==> src/rtl/multi_hand_scorer_if.sv <==
// rtl/multi_hand_scorer_if.sv - card stream, settlement request and result bundle for multi_hand_scorer
interface multi_hand_scorer_if #(
    parameter int CARD_W    = 4,
    parameter int MOD       = 10,
    parameter int MAX_CARDS = 3,
    parameter int NUM_HANDS = 2
) ();
    localparam int TOT_W  = $clog2(MOD);
    localparam int CNT_W  = $clog2(MAX_CARDS + 1);
    localparam int HAND_W = $clog2(NUM_HANDS);

    logic                         clear;
    logic                         card_valid;
    logic [HAND_W-1:0]            card_hand;
    logic [CARD_W-1:0]            card_value;
    logic                         card_ready;
    logic                         card_err;
    logic                         score_req;
    logic [NUM_HANDS*TOT_W-1:0]   total;
    logic [NUM_HANDS*CNT_W-1:0]   count;
    logic [NUM_HANDS-1:0]         natural;
    logic [NUM_HANDS-1:0]         full;
    logic [HAND_W-1:0]            winner;
    logic                         tie;
    logic                         result_valid;

    modport master (
        output clear, card_valid, card_hand, card_value, score_req,
        input  card_ready, card_err, total, count, natural, full, winner, tie, result_valid
    );

    modport slave (
        input  clear, card_valid, card_hand, card_value, score_req,
        output card_ready, card_err, total, count, natural, full, winner, tie, result_valid
    );
endinterface

==> src/rtl/multi_hand_scorer.sv <==
// rtl/multi_hand_scorer.sv - accumulates dealt cards into per-hand modulo totals and settles the winner
module multi_hand_scorer #(
    parameter int CARD_W      = 4,
    parameter int MOD         = 10,
    parameter int MAX_CARDS   = 3,
    parameter int NUM_HANDS   = 2,
    parameter int NATURAL_MIN = 8,
    parameter int FACE_MAX    = 13
) (
    input  logic                  clk,
    input  logic                  reset,
    multi_hand_scorer_if.slave    bus
);
    localparam int TOT_W  = $clog2(MOD);
    localparam int CNT_W  = $clog2(MAX_CARDS + 1);
    localparam int HAND_W = $clog2(NUM_HANDS);

    localparam logic [1:0] IDLE   = 2'd0;
    localparam logic [1:0] DEAL   = 2'd1;
    localparam logic [1:0] SETTLE = 2'd2;
    localparam logic [1:0] DONE   = 2'd3;

    localparam logic [CARD_W-1:0] MOD_V   = CARD_W'(MOD);
    localparam logic [CARD_W-1:0] FACE_V  = CARD_W'(FACE_MAX);
    localparam logic [TOT_W:0]    MOD_S   = (TOT_W + 1)'(MOD);
    localparam logic [TOT_W:0]    NAT_V   = (TOT_W + 1)'(NATURAL_MIN);
    localparam logic [CNT_W-1:0]  MAX_V   = CNT_W'(MAX_CARDS);
    localparam logic [CNT_W-1:0]  TWO_V   = CNT_W'(2);
    localparam logic [HAND_W:0]   HANDS_V = (HAND_W + 1)'(NUM_HANDS);

    logic [1:0]        state;
    logic              ready_r;
    logic [TOT_W-1:0]  tot_r [NUM_HANDS];
    logic [CNT_W-1:0]  cnt_r [NUM_HANDS];
    logic [HAND_W-1:0] winner_r;
    logic              tie_r;
    logic              rv_r;
    logic              err_r;

    logic              card_ok;
    logic [TOT_W-1:0]  sel_tot;
    logic [CNT_W-1:0]  sel_cnt;
    logic [TOT_W-1:0]  pip;
    logic [TOT_W:0]    sum;
    logic [TOT_W-1:0]  sum_wrap;

    // Both addends are below MOD, so one conditional subtract completes the modulo.
    always_comb begin
        sel_tot = '0;
        sel_cnt = '0;
        for (int h = 0; h < NUM_HANDS; h++) begin
            if (bus.card_hand == HAND_W'(h)) begin
                sel_tot = tot_r[h];
                sel_cnt = cnt_r[h];
            end
        end
        pip      = (bus.card_value < MOD_V) ? bus.card_value[TOT_W-1:0] : '0;
        sum      = {1'b0, sel_tot} + {1'b0, pip};
        sum_wrap = (sum >= MOD_S) ? TOT_W'(sum - MOD_S) : sum[TOT_W-1:0];
        card_ok  = (bus.card_value != '0) && (bus.card_value <= FACE_V)
                && ({1'b0, bus.card_hand} < HANDS_V) && (sel_cnt != MAX_V);
    end

    logic [TOT_W-1:0]  best_tot;
    logic [HAND_W-1:0] best_idx;
    logic              best_multi;

    // Strict greater-than keeps the lowest index on equal totals.
    always_comb begin
        best_tot   = tot_r[0];
        best_idx   = '0;
        best_multi = 1'b0;
        for (int h = 1; h < NUM_HANDS; h++) begin
            if (tot_r[h] > best_tot) begin
                best_tot   = tot_r[h];
                best_idx   = HAND_W'(h);
                best_multi = 1'b0;
            end else if (tot_r[h] == best_tot) begin
                best_multi = 1'b1;
            end
        end
    end

    always_ff @(posedge clk) begin
        if (reset) begin
            state    <= IDLE;
            ready_r  <= 1'b0;
            winner_r <= '0;
            tie_r    <= 1'b0;
            rv_r     <= 1'b0;
            err_r    <= 1'b0;
            for (int h = 0; h < NUM_HANDS; h++) begin
                tot_r[h] <= '0;
                cnt_r[h] <= '0;
            end
        end else begin
            rv_r  <= 1'b0;
            err_r <= 1'b0;
            if (bus.clear) begin
                state    <= IDLE;
                ready_r  <= 1'b1;
                winner_r <= '0;
                tie_r    <= 1'b0;
                for (int h = 0; h < NUM_HANDS; h++) begin
                    tot_r[h] <= '0;
                    cnt_r[h] <= '0;
                end
            end else begin
                case (state)
                    IDLE, DEAL: begin
                        ready_r <= !bus.score_req;
                        if (bus.score_req) begin
                            state <= SETTLE;
                        end else if (bus.card_valid && ready_r) begin
                            if (card_ok) begin
                                state <= DEAL;
                                for (int h = 0; h < NUM_HANDS; h++) begin
                                    if (bus.card_hand == HAND_W'(h)) begin
                                        tot_r[h] <= sum_wrap;
                                        cnt_r[h] <= cnt_r[h] + CNT_W'(1);
                                    end
                                end
                            end else begin
                                err_r <= 1'b1;
                            end
                        end
                    end
                    SETTLE: begin
                        ready_r  <= 1'b0;
                        winner_r <= best_idx;
                        tie_r    <= best_multi;
                        rv_r     <= 1'b1;
                        state    <= DONE;
                    end
                    default: begin
                        ready_r <= 1'b0;
                    end
                endcase
            end
        end
    end

    logic [NUM_HANDS*TOT_W-1:0] total_v;
    logic [NUM_HANDS*CNT_W-1:0] count_v;
    logic [NUM_HANDS-1:0]       natural_v;
    logic [NUM_HANDS-1:0]       full_v;

    always_comb begin
        total_v   = '0;
        count_v   = '0;
        natural_v = '0;
        full_v    = '0;
        for (int h = 0; h < NUM_HANDS; h++) begin
            total_v[h*TOT_W +: TOT_W] = tot_r[h];
            count_v[h*CNT_W +: CNT_W] = cnt_r[h];
            natural_v[h] = (cnt_r[h] == TWO_V) && ({1'b0, tot_r[h]} >= NAT_V);
            full_v[h]    = (cnt_r[h] == MAX_V);
        end
    end

    assign bus.card_ready   = ready_r;
    assign bus.card_err     = err_r;
    assign bus.total        = total_v;
    assign bus.count        = count_v;
    assign bus.natural      = natural_v;
    assign bus.full         = full_v;
    assign bus.winner       = winner_r;
    assign bus.tie          = tie_r;
    assign bus.result_valid = rv_r;
endmodule

==> src/flat_wrapper.sv <==
// flat-port wrapper written by rule: the top's interface ports become plain ports
module multi_hand_scorer_flat 
#(
    parameter int CARD_W      = 4,
    parameter int MOD         = 10,
    parameter int MAX_CARDS   = 3,
    parameter int NUM_HANDS   = 2,
    parameter int NATURAL_MIN = 8,
    parameter int FACE_MAX    = 13
)
  (clk, reset, bus_clear, bus_card_valid, bus_card_hand, bus_card_value, bus_score_req, bus_card_ready, bus_card_err, bus_total, bus_count, bus_natural, bus_full, bus_winner, bus_tie, bus_result_valid);
  multi_hand_scorer_if #(.CARD_W(CARD_W), .MOD(MOD), .MAX_CARDS(MAX_CARDS), .NUM_HANDS(NUM_HANDS)) bus_i ();
  input  logic clk;
  input  logic reset;
  input wire logic [$bits(bus_i.clear)-1:0] bus_clear;
  input wire logic [$bits(bus_i.card_valid)-1:0] bus_card_valid;
  input wire logic [$bits(bus_i.card_hand)-1:0] bus_card_hand;
  input wire logic [$bits(bus_i.card_value)-1:0] bus_card_value;
  input wire logic [$bits(bus_i.score_req)-1:0] bus_score_req;
  output wire logic [$bits(bus_i.card_ready)-1:0] bus_card_ready;
  output wire logic [$bits(bus_i.card_err)-1:0] bus_card_err;
  output wire logic [$bits(bus_i.total)-1:0] bus_total;
  output wire logic [$bits(bus_i.count)-1:0] bus_count;
  output wire logic [$bits(bus_i.natural)-1:0] bus_natural;
  output wire logic [$bits(bus_i.full)-1:0] bus_full;
  output wire logic [$bits(bus_i.winner)-1:0] bus_winner;
  output wire logic [$bits(bus_i.tie)-1:0] bus_tie;
  output wire logic [$bits(bus_i.result_valid)-1:0] bus_result_valid;
  assign bus_i.clear = bus_clear;
  assign bus_i.card_valid = bus_card_valid;
  assign bus_i.card_hand = bus_card_hand;
  assign bus_i.card_value = bus_card_value;
  assign bus_i.score_req = bus_score_req;
  assign bus_card_ready = bus_i.card_ready;
  assign bus_card_err = bus_i.card_err;
  assign bus_total = bus_i.total;
  assign bus_count = bus_i.count;
  assign bus_natural = bus_i.natural;
  assign bus_full = bus_i.full;
  assign bus_winner = bus_i.winner;
  assign bus_tie = bus_i.tie;
  assign bus_result_valid = bus_i.result_valid;
  multi_hand_scorer #(.CARD_W(CARD_W), .MOD(MOD), .MAX_CARDS(MAX_CARDS), .NUM_HANDS(NUM_HANDS), .NATURAL_MIN(NATURAL_MIN), .FACE_MAX(FACE_MAX)) u_core (.clk(clk), .reset(reset), .bus(bus_i));
endmodule
==> config.mk <==
export PLATFORM = sky130hd
export DESIGN_NAME = multi_hand_scorer_flat
export DESIGN_NICKNAME = d
export VERILOG_FILES = /design/src/rtl/multi_hand_scorer_if.sv /design/src/rtl/multi_hand_scorer.sv /design/src/flat_wrapper.sv
export SDC_FILE = /design/constraint.sdc
export NUM_CORES = 1
export LEC_CHECK = 0
export ABC_AREA = 1
export BUFFER_PORTS_ARGS = -buffer_cell sky130_fd_sc_hd__buf_2
export CORE_ASPECT_RATIO = 1.25
export CORE_MARGIN = 2
export CORE_UTILIZATION = 40
export DETAILED_ROUTE_END_ITERATION = 10
export GPL_TIMING_DRIVEN = 0
export PLACE_DENSITY = 0.6
export SYNTH_ARGS = -nofsm -noshare
export SYNTH_HDL_FRONTEND = slang
export SYNTH_SLANG_ARGS = --single-unit
==> constraint.sdc <==
create_clock -name clk -period 3.19 [get_ports clk]
set_input_delay 0.638 -clock clk [delete_from_list [all_inputs] [get_ports clk]]
set_output_delay 0.638 -clock clk [all_outputs]
set_load 0.02 [all_outputs]
======== Word level (Yosys, flattened, before mapping) ========
Memories as Yosys holds them, arrays and structs flattened.
Cells that the tools add are included.
operators by class
  reduce and logical (&&, ||, !) cells .... 13
  bitwise logic cells ..................... 10
  magnitude comparators ................... 6
  add/subtract/negate cells ............... 4
  muxes and demuxes ....................... 44
  equality and inequality tests ........... 10
operators with widths
  cell                                                                    number
  1-bit two-way mux                                                       28
  4-bit two-way mux                                                       7
  2-bit two-way mux                                                       8
  2-bit == test (second input constant)                                   5
  4-bit >= comparator (second input constant)                             2
  1-bit OR                                                                8
  3-bit by 2-bit != test with 1-bit output (second input constant)        2
  4-bit by 4-bit adder with 5-bit output                                  1
  5-bit by 4-bit >= comparator with 1-bit output (second input constant)  1
  1-bit logical AND                                                       5
  5-bit OR reduction                                                      1
  2-bit by 1-bit adder with 2-bit output (second input constant)          2
  4-bit == test                                                           1
  4-bit > comparator                                                      1
  4-bit <= comparator (second input constant)                             1
  4-bit < comparator (second input constant)                              1
  2-bit case mux with 2 select lines                                      1
  4-bit nonzero test                                                      1
  2-bit OR reduction                                                      2
  4-bit subtractor (second input constant)                                1
  3-bit AND reduction                                                     1
  2-bit by 1-bit == test with 1-bit output (second input constant)        1
  2-bit zero test                                                         1
  2-bit != test (second input constant)                                   1
  3 further kinds                                                         4
storage, ports and cells
  logic and storage cells ................. 95
  bits in registers ....................... 7
  memories kept ........................... 2
  memory bits (writable) .................. 12
memories
  memory        words  bits a word  read ports  clocked after memory_dff  wr ports  line                     source
  u_core.tot_r  2      4            2           0                         2         multi_hand_scorer.sv:33  logic [TOT_W-1:0] tot_r [NUM_HANDS];
  u_core.cnt_r  2      2            2           0                         2         multi_hand_scorer.sv:34  logic [CNT_W-1:0] cnt_r [NUM_HANDS];

======== Logic depth before layout (Yosys ltp) ========
  word-level depth ........................ 11
  mapped depth ............................ 15
  gate-level depth less buffers ........... 14

======== Worst setup path before layout ========
Ideal clock, no wire load.
  path kind ............................... input-to-reg
  start ................................... input bus_card_hand
  end ..................................... memory u_core.tot_r[0][1] (netlist name), data pin
  cell stages on the path ................. 13
  data arrival time ....................... 2.206 ns
  setup slack ............................. 0.727 ns
  library setup time ...................... 0.257 ns
  required time ........................... 2.933 ns
  cell sequence ........................... buf_6 > inv_4 > nand2_1 > o21ai_0 > ha_1 > fa_1 > nand2_1 > nand2_1 > ha_1 > nand2_1 > nand3_1 > a21oi_1 > nor2_1
RTL lines
  what             line                     source
  start, declared  flat_wrapper.sv:17       input wire logic [$bits(bus_i.card_hand)-1:0] bus_card_hand;
  end, declared    multi_hand_scorer.sv:33

==> impl_metrics.toml <==
[synthesis]
synthCells = 147
yosysMostFrequentCell = "nand2_1"
async_flop_share = 0
synth-edff-count = 12
ys_ff_latch = 19
synthFlopType = "edfxtp_1"
syn-cell-area_sq_mm = 0.001225
synthTopCellsByArea = "edfxtp_1, ha_1, dfxtp_1, nand2_1, inv_1"
synth-compound-area-share = 0.07150
synth_mux_area_frac = 0
synth_top_family_by_area = "simple AND/OR/NAND/NOR gates"
synth-simple-area-share = 0.2717
synth_fp_nets = 171
synth_commonest_cells = "nand2_1, inv_1, nor2_1, ha_1, edfxtp_1"
ys_seq_area_frac = 0.4086
yosys_warnings = 0
synth_top_cell_area_share = 0.2942
yosys.area.top_type = "edfxtp_1"
synth_xor_xnor_area_share = 0
syn-mean-instance-area_sq_um = 8.333
synth_fa_ha_area_frac = 0.1491
synth.distinct_cells = 23

[critical_path]
r2r-end = "u_core.tot_r[0][2]"
cp.required_ns = 3.24
max_stage_delay_ns = 0.40
worst_path_max_delay_cell = "fa_1"
cp.depth = 13
critPathLaunch = "bus_card_value[3]"
cp-end-kind = "flip-flop"
worstPathMaxFanout = 4
path_cells = "buf_2, inv_1, nor2_1, nor2_1, ha_1, fa_1, nand2_1, nand2_1, ha_1, nand2_1, nand3_1, a21oi_1, nor2_1"
crit_buf_inv = 2
arrival_ns = 2.55
reg2reg_depth = 11
r2r-start = "u_core.tot_r[0][0]"
cp_top_family = "adder cells"
worstSetupStartpointType = "input pin"
criticalPathCategory = "in2reg"
regToRegSetupSlack_ns = 0.83
endpoint = "u_core.tot_r[0][2]"

[die]
die_w_um = 53.50
initial_core_util = 0.4198
ioPinCount = 31
placementRows = 22
design.die.area_sq_mm = 0.003524
die_y_um = 65.87
core_sq_mm = 0.002918

[cells_and_area]
fill_cells = 313
area_delta_synth_final_pct = 17.67
antenna_cells = 0
finalCoreUtilization = 0.4940
layout-drive-gt1-share = 0.2556
finalNetCount = 205

[power]
p_sw_mw = 0.1593
p_leak_nw = 0.7704
clkPwrFrac = 0.231
ir_drop_mv = 0.2709
powerDensity_mw_per_mm2 = 363.2
intPower_mw = 0.3642
total_power_mw = 0.5235
combPwrFrac = 0.235
p_sw_frac = 0.3042
seqPwrFrac = 0.534

[place]
hpwl_um = 2101
finalWeightedCongestion = 0.7375
portBuffers = 29

[timing]
finalSetupViolations = 0
tightest_slew_ns = 0.4476
hold_violations = 0
hold_slack_ns = 0.4740
clock_skew_ns = 0.0008223
final_max_slew_viol_count = 0
slew_headroom = 0.6985
min_period_ns = 2.495
fmax_mhz = 400.8
rsz0062_at_grt = "no"
setup_tns_ns = 0
final.period_utilization = 0.7820

[min_path]
hp-class = "reg2reg"
hp-start = "u_core.bus.winner"

[route]
wl_um = 2452
dr.pass1.iters = 4
via_per_inst = 4.704
drcViolationCount = 0
ant_nets = 0
first_iter_violations = 23
wl_per_cell_um = 11.35
dr_total_vias = 1016

[global_routing]
grt_max_degree = 11
grt_pass1_wl_um = 4140
grtUsageTotal = 0.1577
overflow = 0
grt_pass1_vias = 1008
antenna_found_initial = 0

[flow_run]
cap_violations = 0

[cts]
clk_latency_ns = 0.29
cts.htree.levels = 1
cts_buffer_depth = 2
cts-hold-fix-buffers = 0
cts_tree = "done"
cts-root-buf = "clkbuf_4"
clkSinkCount = 19
clk_pin_slew_ns = 0.10
cts_resized = 0
cts_setup_buffers = 0
cts_buffers = 3

[status]
status = "finished clean"
-- worst register-to-register path: stages, from the launching register on --
cell and delay (ns):
edfxtp_1 0.45, nand2_1 0.09, o21ai_0 0.08, ha_1 0.22, fa_1 0.40, nand2_1 0.09, nand2_1 0.10, ha_1 0.25
nand2_1 0.08, nand3_1 0.12, a21oi_1 0.16, nor2_1 0.08
-- cell usage in the layout (no fill, tap or decap), drive strengths merged --
cell type	n
inv	28
nor2	25
o21ai	7
clkbuf	4
nand4	2
buf	30
a21oi	8
fa	1
dfxtp	7
ha	13
nor3	3
nand2	30
nand3b	1
nand3	8
a41oi	1
edfxtp	12
-- worst min path at each step --
stage | end | slack, ns | cells past startpoint
final | u_core.bus.winner | 0.47 | 2
after global routing | u_core.bus.winner | 0.50 | 2
after CTS | u_core.bus.winner | 0.48 | 2
after detailed placement | u_core.bus.winner | 0.46 | 2
after global placement | u_core.bus.winner | 0.46 | 2
after floorplan | u_core.state[0] | 0.48 | 2
-- kinds of logic (layout without fill, tap and decap cells) --
family | count (synthesis) | count (layout)
AO/OA/AOI/OAI | 16 | 16
adder cells (fa/ha/maj) | 14 | 14
buffers and inverters | 29 | 62
flip-flops | 19 | 19
AND/OR/NAND/NOR | 69 | 69
-- metrics by stage --
step	instances	worst slack, ns	area (sq um)
floorplan	147	0.7267	1225
global placement	212	0.4918	1415
detailed placement	212	0.3950	1415
CTS	216	0.6995	1441
global route	216	0.4931	1441
finish	216	0.6953	1441
-- state kept, by name, summed over array words and instances, names as in the netlist --
name,count
u_core.bus.winner,1
u_core.tot_r,8
u_core.state,2
u_core.bus.result_valid,1
u_core.bus.tie,1
u_core.bus.card_ready,1
u_core.cnt_r,4
u_core.bus.card_err,1
-- metal layers --
layer  global-route usage  wire (um)  up-vias
li1                     -          -      539
met1               0.1888       1072      456
met2               0.2870       1263       17
met3              0.01584         86        4
met4              0.04808         29        0
met5                    0          0        -
-- power by group through the flow --
stage | logic [mW] | registers (mW) | clock network (mW)
after floorplan | 0.0778 | 0.296 | 0
after detailed placement | 0.124 | 0.286 | 0
after global placement | 0.120 | 0.285 | 0
after CTS | 0.124 | 0.280 | 0.123
final | 0.123 | 0.280 | 0.121
after global routing | 0.144 | 0.281 | 0.132
-- area by class of cell --
type | count | area [sq um] | area share
Tap cell | 36 | 45.04 | 0.03125
Multi-Input combinational cell | 99 | 603.1 | 0.4184
Buffer | 1 | 11.26 | 0.007813
Clock buffer | 4 | 26.28 | 0.01823
Timing Repair Buffer | 29 | 145.1 | 0.1007
Sequential cell | 19 | 500.5 | 0.3472
Inverter | 28 | 110.1 | 0.07639
No activity file was read; power rests on OpenSTA's default activity.
